--- src/rtl/ram_bist_rw_if.sv ---
// rtl/ram_bist_rw_if.sv - control/result bundle between a test controller and ram_bist_rw
interface ram_bist_rw_if #(
   parameter int DATA_W = 8,
   parameter int ADDR_W = 5
);
   logic              start;
   logic              mode;
   logic [DATA_W-1:0] seed;
   logic              inject_err;
   logic              busy;
   logic              done;
   logic              pass;
   logic [ADDR_W:0]   err_cnt;
   logic [ADDR_W-1:0] first_err_addr;
   logic [DATA_W-1:0] rd_data;

   modport master (
      output start, mode, seed, inject_err,
      input  busy, done, pass, err_cnt, first_err_addr, rd_data
   );

   modport slave (
      input  start, mode, seed, inject_err,
      output busy, done, pass, err_cnt, first_err_addr, rd_data
   );
endinterface

--- src/rtl/ram_bist_rw.sv ---
// rtl/ram_bist_rw.sv - write/read-back self-test over an inferred single-port RAM
// Optional macro RAM_OUT_REG_EN adds an output register after the RAM read port.
module ram_bist_rw #(
   parameter int DATA_W = 8,
   parameter int ADDR_W = 5,
   parameter int DEPTH  = 32
) (
   input logic         sys_clk,
   input logic         sys_rst_n,
   ram_bist_rw_if.slave bus
);

`ifdef RAM_OUT_REG_EN
   localparam int LAT = 2;
`else
   localparam int LAT = 1;
`endif

   typedef enum logic [2:0] {S_IDLE, S_WRITE, S_READ, S_DRAIN, S_DONE} state_t;

   state_t            state, state_nx;
   logic [ADDR_W-1:0] cnt;
   logic              busy, done, wr_en, rd_en, accept;
   logic              last_addr, last_drain;
   logic              mode_q, inj_q;
   logic [DATA_W-1:0] seed_q;
   logic [DATA_W-1:0] exp_cur, wdata;
   logic [DATA_W-1:0] mem [DEPTH];
   logic [DATA_W-1:0] ram_q, rd_data;
   logic [LAT-1:0]    vld_p;
   logic [DATA_W-1:0] exp_p [LAT];
   logic [ADDR_W-1:0] adr_p [LAT];
   logic              mismatch;
   logic [ADDR_W:0]   err_cnt;
   logic [ADDR_W-1:0] first_err;
   logic              pass_q;

   // Address is zero-extended (or truncated) to the word width before adding the seed.
   function automatic logic [DATA_W-1:0] pattern(input logic [ADDR_W-1:0] a,
                                                 input logic [DATA_W-1:0] s,
                                                 input logic inv);
      logic [DATA_W+ADDR_W-1:0] wide;
      logic [DATA_W-1:0]        p;
      wide = {{DATA_W{1'b0}}, a};
      p    = wide[DATA_W-1:0] + s;
      return inv ? ~p : p;
   endfunction

   assign accept     = (state == S_IDLE) && bus.start;
   assign last_addr  = (cnt == ADDR_W'(DEPTH - 1));
   assign last_drain = (cnt == ADDR_W'(LAT - 1));
   assign exp_cur    = pattern(cnt, seed_q, mode_q);
   assign wdata      = exp_cur ^ DATA_W'(inj_q && (cnt == '0));

   always_ff @(posedge sys_clk) begin
      if (!sys_rst_n) state <= S_IDLE;
      else            state <= state_nx;
   end

   always_comb begin
      state_nx = state;
      unique case (state)
         S_IDLE:  if (bus.start)  state_nx = S_WRITE;
         S_WRITE: if (last_addr)  state_nx = S_READ;
         S_READ:  if (last_addr)  state_nx = S_DRAIN;
         S_DRAIN: if (last_drain) state_nx = S_DONE;
         S_DONE:                  state_nx = S_IDLE;
         default:                 state_nx = S_IDLE;
      endcase
   end

   always_comb begin
      busy  = 1'b0;
      done  = 1'b0;
      wr_en = 1'b0;
      rd_en = 1'b0;
      unique case (state)
         S_WRITE: begin busy = 1'b1; wr_en = 1'b1; end
         S_READ:  begin busy = 1'b1; rd_en = 1'b1; end
         S_DRAIN: busy = 1'b1;
         S_DONE:  done = 1'b1;
         default: ;
      endcase
   end

   always_ff @(posedge sys_clk) begin
      if (!sys_rst_n) begin
         cnt    <= '0;
         mode_q <= 1'b0;
         seed_q <= '0;
         inj_q  <= 1'b0;
      end else begin
         if (accept) begin
            mode_q <= bus.mode;
            seed_q <= bus.seed;
            inj_q  <= bus.inject_err;
         end
         if (state != state_nx) cnt <= '0;
         else if (busy)         cnt <= cnt + 1'b1;
      end
   end

   // Array itself is never reset; contents survive across runs and resets.
   always_ff @(posedge sys_clk) begin
      if (wr_en) mem[cnt] <= wdata;
   end

   always_ff @(posedge sys_clk) begin
      if (!sys_rst_n)  ram_q <= '0;
      else if (rd_en)  ram_q <= mem[cnt];
   end

`ifdef RAM_OUT_REG_EN
   logic [DATA_W-1:0] ram_q2;
   always_ff @(posedge sys_clk) begin
      if (!sys_rst_n)     ram_q2 <= '0;
      else if (vld_p[0])  ram_q2 <= ram_q;
   end
   assign rd_data = ram_q2;
`else
   assign rd_data = ram_q;
`endif

   always_ff @(posedge sys_clk) begin
      if (!sys_rst_n) begin
         vld_p <= '0;
         for (int i = 0; i < LAT; i++) begin
            exp_p[i] <= '0;
            adr_p[i] <= '0;
         end
      end else begin
         vld_p[0] <= rd_en;
         exp_p[0] <= exp_cur;
         adr_p[0] <= cnt;
`ifdef RAM_OUT_REG_EN
         vld_p[1] <= vld_p[0];
         exp_p[1] <= exp_p[0];
         adr_p[1] <= adr_p[0];
`endif
      end
   end

   assign mismatch = vld_p[LAT-1] && (rd_data != exp_p[LAT-1]);

   always_ff @(posedge sys_clk) begin
      if (!sys_rst_n) begin
         err_cnt   <= '0;
         first_err <= '0;
         pass_q    <= 1'b0;
      end else if (accept) begin
         err_cnt   <= '0;
         first_err <= '0;
         pass_q    <= 1'b0;
      end else begin
         if (mismatch) begin
            if (err_cnt != '1) err_cnt   <= err_cnt + 1'b1;
            if (err_cnt == '0) first_err <= adr_p[LAT-1];
         end
         if (state == S_DONE) pass_q <= (err_cnt == '0);
      end
   end

   // pass must already be valid during the DONE cycle, then is held by pass_q.
   assign bus.pass           = pass_q | ((state == S_DONE) && (err_cnt == '0));
   assign bus.busy           = busy;
   assign bus.done           = done;
   assign bus.err_cnt        = err_cnt;
   assign bus.first_err_addr = first_err;
   assign bus.rd_data        = rd_data;

endmodule

--- src/flat_wrapper.sv ---
// flat-port wrapper written by rule: the top's interface ports become plain ports
module ram_bist_rw_flat 
#(
   parameter int DATA_W = 8,
   parameter int ADDR_W = 5,
   parameter int DEPTH  = 32
)
  (sys_clk, sys_rst_n, bus_start, bus_mode, bus_seed, bus_inject_err, bus_busy, bus_done, bus_pass, bus_err_cnt, bus_first_err_addr, bus_rd_data);
  ram_bist_rw_if #(.DATA_W(DATA_W), .ADDR_W(ADDR_W)) bus_i ();
  input logic sys_clk;
  input logic sys_rst_n;
  input wire logic [$bits(bus_i.start)-1:0] bus_start;
  input wire logic [$bits(bus_i.mode)-1:0] bus_mode;
  input wire logic [$bits(bus_i.seed)-1:0] bus_seed;
  input wire logic [$bits(bus_i.inject_err)-1:0] bus_inject_err;
  output wire logic [$bits(bus_i.busy)-1:0] bus_busy;
  output wire logic [$bits(bus_i.done)-1:0] bus_done;
  output wire logic [$bits(bus_i.pass)-1:0] bus_pass;
  output wire logic [$bits(bus_i.err_cnt)-1:0] bus_err_cnt;
  output wire logic [$bits(bus_i.first_err_addr)-1:0] bus_first_err_addr;
  output wire logic [$bits(bus_i.rd_data)-1:0] bus_rd_data;
  assign bus_i.start = bus_start;
  assign bus_i.mode = bus_mode;
  assign bus_i.seed = bus_seed;
  assign bus_i.inject_err = bus_inject_err;
  assign bus_busy = bus_i.busy;
  assign bus_done = bus_i.done;
  assign bus_pass = bus_i.pass;
  assign bus_err_cnt = bus_i.err_cnt;
  assign bus_first_err_addr = bus_i.first_err_addr;
  assign bus_rd_data = bus_i.rd_data;
  ram_bist_rw #(.DATA_W(DATA_W), .ADDR_W(ADDR_W), .DEPTH(DEPTH)) u_core (.sys_clk(sys_clk), .sys_rst_n(sys_rst_n), .bus(bus_i));
endmodule
--- config.mk ---
export PLATFORM = sky130hd
export DESIGN_NAME = ram_bist_rw_flat
export DESIGN_NICKNAME = d
export VERILOG_FILES = /design/src/rtl/ram_bist_rw_if.sv /design/src/rtl/ram_bist_rw.sv /design/src/flat_wrapper.sv
export SDC_FILE = /design/constraint.sdc
export NUM_CORES = 1
export LEC_CHECK = 0
export ABC_AREA = 1
export BUFFER_PORTS_ARGS = -buffer_cell sky130_fd_sc_hd__buf_2
export CORE_MARGIN = 1.5
export CORE_UTILIZATION = 45
export DETAILED_ROUTE_END_ITERATION = 10
export GPL_ROUTABILITY_DRIVEN = 0
export HOLD_SLACK_MARGIN = 0.12
export PLACE_DENSITY = 0.71
export SLEW_MARGIN = 0
export SYNTH_ARGS = -nofsm -noshare
export SYNTH_HDL_FRONTEND = slang
export SYNTH_SLANG_ARGS = --single-unit
--- constraint.sdc ---
create_clock -name sys_clk -period 3 [get_ports sys_clk]
set_input_delay 0.3 -clock sys_clk [delete_from_list [all_inputs] [get_ports sys_clk]]
set_output_delay 0.3 -clock sys_clk [all_outputs]
set_load 0.03 [all_outputs]
==> metrics.yaml, run 1 <==
outcome: "complete, no violations"
rsz0062_at_grt: "false"
ys_types: 29
clkPwrFrac_pct: 41.0
fmax_ghz: 0.405
skew_ns: 0.0145
drc: 0
drtIter0Drc: 931
cts_tree: "built"
drt-pass1-iter-count: 7
grt_max_degree: 93
nNetsFinal: 1406
synthTopCellsByArea: "edfxtp_1 (59%), nand2_1 (12%), dfxtp_1 (7.9%), nor2_1 (5.7%), inv_1 (2.5%)"
num_vias: 9195
design_power_total_mw: 9.44
clock_sinks: 308
start_util_pct: 45.8
synth_top_cell_by_area: "edfxtp_1"
port_buffers: 34
clk_latency_ns: 0.56
switching_share_pct: 22.6
slew_violations: 0
netlist_area_sq_um: 13100
cts.path.max_buffers: 3
grt_pass1_wl_um: 47000
p_int_mw: 7.30
n_antenna_cell: 0
crit_arrival_ns: 2.17
antenna_left: 0
synth_warnings: 0
synth_top_flop_cell: "edfxtp_1"
postSynthAreaPerCell_sq_um: 9.99
setup_violations: 0
first_global_vias: 8624
crit_type: "reg -> out"
dp_hpwl_um: 18400
ioPinCount: 35
cap_violations: 0
cts-root-buf: "clkbuf_16"
dieArea_sq_um: 30200
synth_most_common_cell: "nand2_1"
fin_setup_tns_ns: 0
fin_crit_ns: 2.47
gr-total-overflow: 0
setup_slack_ns: 0.528
cp_max_fo: 7
p_leak_nw: 6.01
fin_crit_sh_pct: 82.4
p_sw_mw: 2.14
netlist_instances: 1315
async_flop_share_pct: 0
final_cells: 1788
cts_buffers: 31
routedWlPerCell_um: 16.7
hold_ws_ns: 0.153
p_per_area_nw_per_um2: 630
synth.top_cell.area_share_pct: 58.5
drive_gt1_share_pct: 10.2
die_height_um: 174
ir_worst_vdd_v: 0.000440
ys_ff_latch: 308
hp-class: "in -> reg"
slew_headroom_pct: 34.1
synth_fp_nets: 1341
combPwrFrac_pct: 7.7
critPathRequiredTime_ns: 2.70
pre_cts_ws_ns: 0.549
antenna_found_initial: 0
gr-usage-all-layers_pct: 19.9
wirelength_um: 29900
dp_cells: 1721
worst_pin_slew_ns: 0.988
synth_edf_count: 256
rows: 62
core_area_sq_um: 28700
ys_seq_area_share_pct: 66.4
seqPwrFrac_pct: 51.3
hold_depth: 3
path_clk_slew_ns: 0.06
die_w_um: 174
h-tree-depth: 1
cts_setup_buffers: 0
syn_to_final_growth_pct: 14.1
synthTopCellsByCount: "nand2_1 (421), edfxtp_1 (256), nor2_1 (198)"
vias_per_cell: 5.14
rr_worst_depth: 6
critPathCaptureType: "output pin"
worst_setup_path_start_kind: "flop"
finalHoldViolCount: 0
==> placed cells by master, fill, tap and decap left out, types with 2 or more instances in the layout <==
| cell type | count |
|---|---|
| clkinvlp_4 | 2 |
| edfxtp_1 | 256 |
| inv_2 | 6 |
| clkbuf_1 | 3 |
| clkinv_2 | 8 |
| xnor2_1 | 9 |
| dlygate4sd3_1 | 10 |
| clkinv_1 | 8 |
| clkbuf_16 | 31 |
| dfxtp_1 | 50 |
| ha_1 | 12 |
| nor3_2 | 5 |
| nor2_1 | 198 |
| inv_1 | 87 |
| nand2_1 | 421 |
| nor3_1 | 3 |
| nand4_1 | 15 |
| xor2_1 | 10 |
| nand3_1 | 56 |
| xor2_2 | 3 |
| o21ai_0 | 63 |
| buf_2 | 34 |
| o21ai_1 | 30 |
| bufinv_16 | 5 |
| buf_4 | 42 |
| a21oi_1 | 25 |
==> kinds of logic after synthesis <==
kind of cell               share of synthesized area, %
DFF                                                66.4
and+or+nand+nor                                    21.3
buffers and inverters                              4.92
adders and majority gates                          1.30
AOI/OAI and AO/OA                                  4.60
xor gates and xnor gates                           1.47
==> power by group through the flow <==
stage	Combinational [mW]	Clock [mW]	Sequential, mW
final	0.725	3.87	4.84
after global routing	0.798	4.08	4.85
after CTS	0.723	3.93	4.84
after detailed placement	0.710	0	4.93
after global placement	0.701	0	4.93
after floorplan	0.425	0	4.93
==> area by class of cell <==
cell class,instances,area (sq um)
Multi-Input combinational cell,857,3780
Sequential cell,308,8730
Fill cell,2500,13700
Tap cell,384,480
Clock inverter,23,240
Timing Repair Buffer,87,606
Clock buffer,34,787
Inverter,95,358
==> path summary, 6_finish.rpt <==
check                                       startpoint                                         to  slack, ns
min                                          sys_rst_n              u_core.adr_p[0][4]$_SDFF_PN0_       0.15
max                 u_core.bus.err_cnt[0]$_SDFFE_PP0P_                                   bus_pass       0.53
max reg2reg                 u_core.cnt[1]$_SDFFE_PP0P_                u_core.mem[15][3]$_DFFE_PP_       0.53
min reg2reg  u_core.bus.first_err_addr[3]$_SDFFE_PP0P_  u_core.bus.first_err_addr[3]$_SDFFE_PP0P_       0.47
==> worst max-delay path, stage by stage (launching register included) <==
cell and delay (ns):
dfxtp_1 0.36, inv_1 0.12, ha_1 0.15, nand2_1 0.06
nor4_2 0.49, nand2_1 0.16, nand2_1 0.10, buf_2 0.19
==> metrics by stage <==
| step | area, sq um | utilization, % |
|---|---|---|
| finish | 15000 | 52.2 |
| floorplan | 13100 | - |
| global placement | 13900 | 48.3 |
| detailed placement | 13900 | 48.3 |
| CTS | 15000 | 52.2 |
| global route | 15000 | 52.2 |
==> timing repair <==
action,4_1_cts,5_1_grt
endpoints found under the hold margin,10,0
resized for setup,0,0
hold buffers,10,0
==> sequential cells by signal, indices dropped and copies added, names as in the netlist, 3 cells and up <==
signal                     flops
u_core.bus.err_cnt             6
u_core.seed_q                  8
u_core.bus.first_err_addr      5
u_core.adr_p                   5
u_core.cnt                     5
u_core.state                   3
u_core.exp_p                   8
u_core.mem                   256
u_core.bus.rd_data             8
==> metal layers <==
| metal | global-route usage [%] | part of all wire [%] | wire length, um |
|---|---|---|---|
| met5 | 0 | 0 | 0 |
| met1 | 27.0 | 43 | 13000 |
| met2 | 32.7 | 47 | 13900 |
| met3 | 4.17 | 7.5 | 2260 |
| met4 | 4.89 | 2.5 | 736 |
Note: power is estimated with default switching activity, not from simulation.
==> inputs of run 2 (changes only) <==
--- a/config.mk
+++ b/config.mk
@@ -5,7 +5,7 @@
 export SDC_FILE = /design/constraint.sdc
 export NUM_CORES = 1
 export LEC_CHECK = 0
-export ABC_AREA = 1
+export ABC_AREA = 0
 export BUFFER_PORTS_ARGS = -buffer_cell sky130_fd_sc_hd__buf_2
 export CORE_MARGIN = 1.5
 export CORE_UTILIZATION = 45
==> constraint.sdc (replaced) <==
create_clock -name sys_clk -period 2.3 [get_ports sys_clk]
set_input_delay 0.23 -clock sys_clk [delete_from_list [all_inputs] [get_ports sys_clk]]
set_output_delay 0.23 -clock sys_clk [all_outputs]
set_load 0.03 [all_outputs]
==> run 2 against run 1 <==
Effect of this change: non-clock buffer count is 49 higher; utilization is 2.1 points higher; synthesized cell count is 39% lower; critical path type is now reg -> reg.
==> metrics.yaml, run 2 <==
first_global_vias: 7452  # -14%
ys_types: 58  # +100%
synth_most_common_cell: "edfxtp_1"
die_height_um: 171  # -1.9%
synth_top_flop_cell: "edfxtp_1"
setup_slack_ns: 0.0363  # -0.492 ns
synthTopCellsByCount: "edfxtp_1 (256), mux2i_1 (64), nor2_1 (61)"
start_util_pct: 45.6  # -0.15 points
cp_max_fo: 16  # +9
slew_violations: 0  # unchanged
hp-class: "in -> reg"
n_antenna_cell: 0  # unchanged
critPathRequiredTime_ns: 2.59  # -0.11 ns
drc: 0  # unchanged
largest_reg_flops: 256  # unchanged
setup_violations: 0  # unchanged
synth_top_cell_by_area: "edfxtp_1"
ys_seq_area_share_pct: 69.1  # +2.6 points
fin_setup_tns_ns: 0  # unchanged
synth.top_cell.area_share_pct: 60.8  # +2.3 points
r2r_start: "u_core.seed_q[0]$_SDFFE_PN0P_"
path_clk_slew_ns: 0.06  # about the same
skew_ns: 0.0330  # +0.0185 ns
max_flop_register: "u_core.mem"
drtIter0Drc: 676  # -27%
rrSetupSlack_ns: 0.04  # -0.49 ns
cap_violations: 0  # unchanged
ir_worst_vdd_v: 0.000584  # +33%
synth_warnings: 0  # unchanged
pre_cts_ws_ns: -0.290  # -0.839 ns
worst_r2r_endpoint: "u_core.mem[13][6]$_DFFE_PP_"
grt_pass1_wl_um: 45000  # -4.2%
syn_to_final_growth_pct: 19.1
num_vias: 7520  # -18%
final_cell_mix: "edfxtp_1 (256), buf_4 (81), mux2i_1 (64)"
crit_start: "u_core.seed_q[0]$_SDFFE_PN0P_"
final_common_cell: "edfxtp_1"
drt-pass1-iter-count: 5  # -2
clock_sinks: 308  # unchanged
core_area_sq_um: 27700  # -3.5%
clk_latency_ns: 0.57  # about the same
outcome: "complete, no violations"
fmax_ghz: 0.442
p_leak_nw: 5.14  # -15%
wirelength_um: 29900  # -0.23%
finalHoldViolCount: 0  # unchanged
die_w_um: 171  # -1.9%
h-tree-depth: 1  # unchanged
synth_fp_nets: 834  # -38%
vias_per_cell: 5.62  # +9.2%
critPathCaptureType: "flop"
ys_ff_latch: 308  # unchanged
gr-total-overflow: 0  # unchanged
crit_end: "u_core.mem[13][6]$_DFFE_PP_"
cts.path.max_buffers: 3  # unchanged
ioPinCount: 35  # unchanged
cts_tree: "built"
p_per_area_nw_per_um2: 781  # +24%
fin_crit_sh_pct: 98.4
synthTopCellsByArea: "edfxtp_1 (61%), dfxtp_1 (8.2%), mux2i_1 (5.1%), mux4_2 (3.6%), mux4_1 (1.9%)"
rows: 61  # -1.6%
dp_hpwl_um: 18500  # +0.43%
gr-usage-all-layers_pct: 20.9  # +1.0 points
slew_headroom_pct: 24.0  # -10 points
routedWlPerCell_um: 22.3  # +33%
antenna_left: 0  # unchanged
async_flop_share_pct: 0  # unchanged
synth_edf_count: 256  # unchanged
antenna_found_initial: 0  # unchanged
worst_pin_slew_ns: 1.13  # +0.144 ns
fin_crit_ns: 2.26
cts_buffers: 31  # unchanged
port_buffers: 34  # unchanged
cts-root-buf: "clkbuf_16"
postSynthAreaPerCell_sq_um: 15.6  # +57%
dieArea_sq_um: 29100  # -3.7%
nNetsFinal: 965  # -31%
netlist_instances: 808  # -39%
crit_arrival_ns: 2.56  # +0.39 ns
grt_max_degree: 56  # -40%
drive_gt1_share_pct: 24.1  # +14 points
netlist_area_sq_um: 12600  # -3.8%
crit_type: "reg -> reg"
worst_setup_path_start_kind: "flop"
rr_worst_depth: 8  # +2
run 2: cell types whose count changed after synthesis, sizes merged, moves of 29 or more:
cell / before / now
inv: 94 / 8
nand3: 56 / 16
mux2i: 0 / 64
nor2: 198 / 62
o21ai: 93 / 17
nand2: 421 / 42
mux4: 0 / 29
run 2: worst min-delay path by stage:
stage | cells past startpoint | startpoint | slack [ns] | endpoint
6_report | 2 | sys_rst_n | 0.22 | u_core.inj_q$_SDFFE_PN0P_
5_1_grt | 2 | sys_rst_n | 0.24 | u_core.inj_q$_SDFFE_PN0P_
4_1_cts | 2 | sys_rst_n | 0.20 | u_core.inj_q$_SDFFE_PN0P_
3_5_place_dp | 2 | u_core.adr_p[0][0]$_SDFF_PN0_ | 0.46 | u_core.bus.first_err_addr[0]$_SDFFE_PP0P_
3_3_place_gp | 2 | u_core.adr_p[0][0]$_SDFF_PN0_ | 0.45 | u_core.bus.first_err_addr[0]$_SDFFE_PP0P_
2_1_floorplan | 2 | bus_seed[0] | 0.37 | u_core.seed_q[0]$_SDFFE_PN0P_
run 2: report_power, final:
group	internal [mW]	total (mW)	switching, mW
sequential	6.20	6.23	0.0235
clock	2.69	4.76	2.07
combinational	0.272	0.772	0.500
total	9.16	11.8	2.59
run 2: critical path: stages (launching register included):
cell	delay (ns)
dfxtp_1	0.31
ha_1	0.22
fa_1	0.42
a21o_1	0.18
a21o_1	0.20
a21oi_2	0.17
nor2b_4	0.11
xnor2_4	0.16
buf_12	0.20
run 2: timing repair:
action,CTS,global route
cloned,1,1
buffers inserted,3,0
pin swaps,2,1
endpoints found under the hold margin,11,0
hold buffers,11,0
endpoints found under the setup margin,32,106
gates resized for setup,2,11
run 2: cell type report:
type,count,area (sq um)
clock buffers,35,791
clock inverters,20,163
fillers,2164,12700
inverters,8,30.0
multi-input cells,454,3780
flip-flops and latches,308,8730
well taps,378,473
repair buffers,136,1080
run 2: cells by family after synthesis:
| kind of cell | count (synthesis) | share of synthesized area [%] |
|---|---|---|
| DFF | 308 | 69.1 |
| and+or+nand+nor | 205 | 8.22 |
| buffers and inverters | 48 | 2.33 |
| muxes | 105 | 11.6 |
| AOI/OAI and AO/OA | 101 | 5.54 |
| adders and majority gates | 13 | 1.35 |
| xor gates and xnor gates | 28 | 1.94 |
run 2: stage by stage:
stage | cell area, sq um | hold slack (ns) | utilization, % | total power, mW | instances
2_1_floorplan | 12700 | 0.375 | - | 6.73 | 808
3_3_place_gp | 13800 | 0.448 | 50.0 | 7.01 | 1268
3_5_place_dp | 13800 | 0.458 | 50.0 | 7.03 | 1268
4_1_cts | 15000 | 0.197 | 54.1 | 11.8 | 1338
5_1_grt | 15000 | 0.243 | 54.3 | 12.1 | 1339
6_report | 15000 | 0.219 | 54.3 | 11.8 | 1339
run 2: routing by layer:
| metal | track usage [%] | share of wire [%] | vias to the layer above |
|---|---|---|---|
| met5 | 0 | 0 | - |
| met4 | 8.00 | 2.7 | 0 |
| met3 | 2.78 | 6.7 | 52 |
| met2 | 34.0 | 48 | 271 |
| met1 | 28.7 | 42 | 3804 |
| li1 | - | - | 3393 |
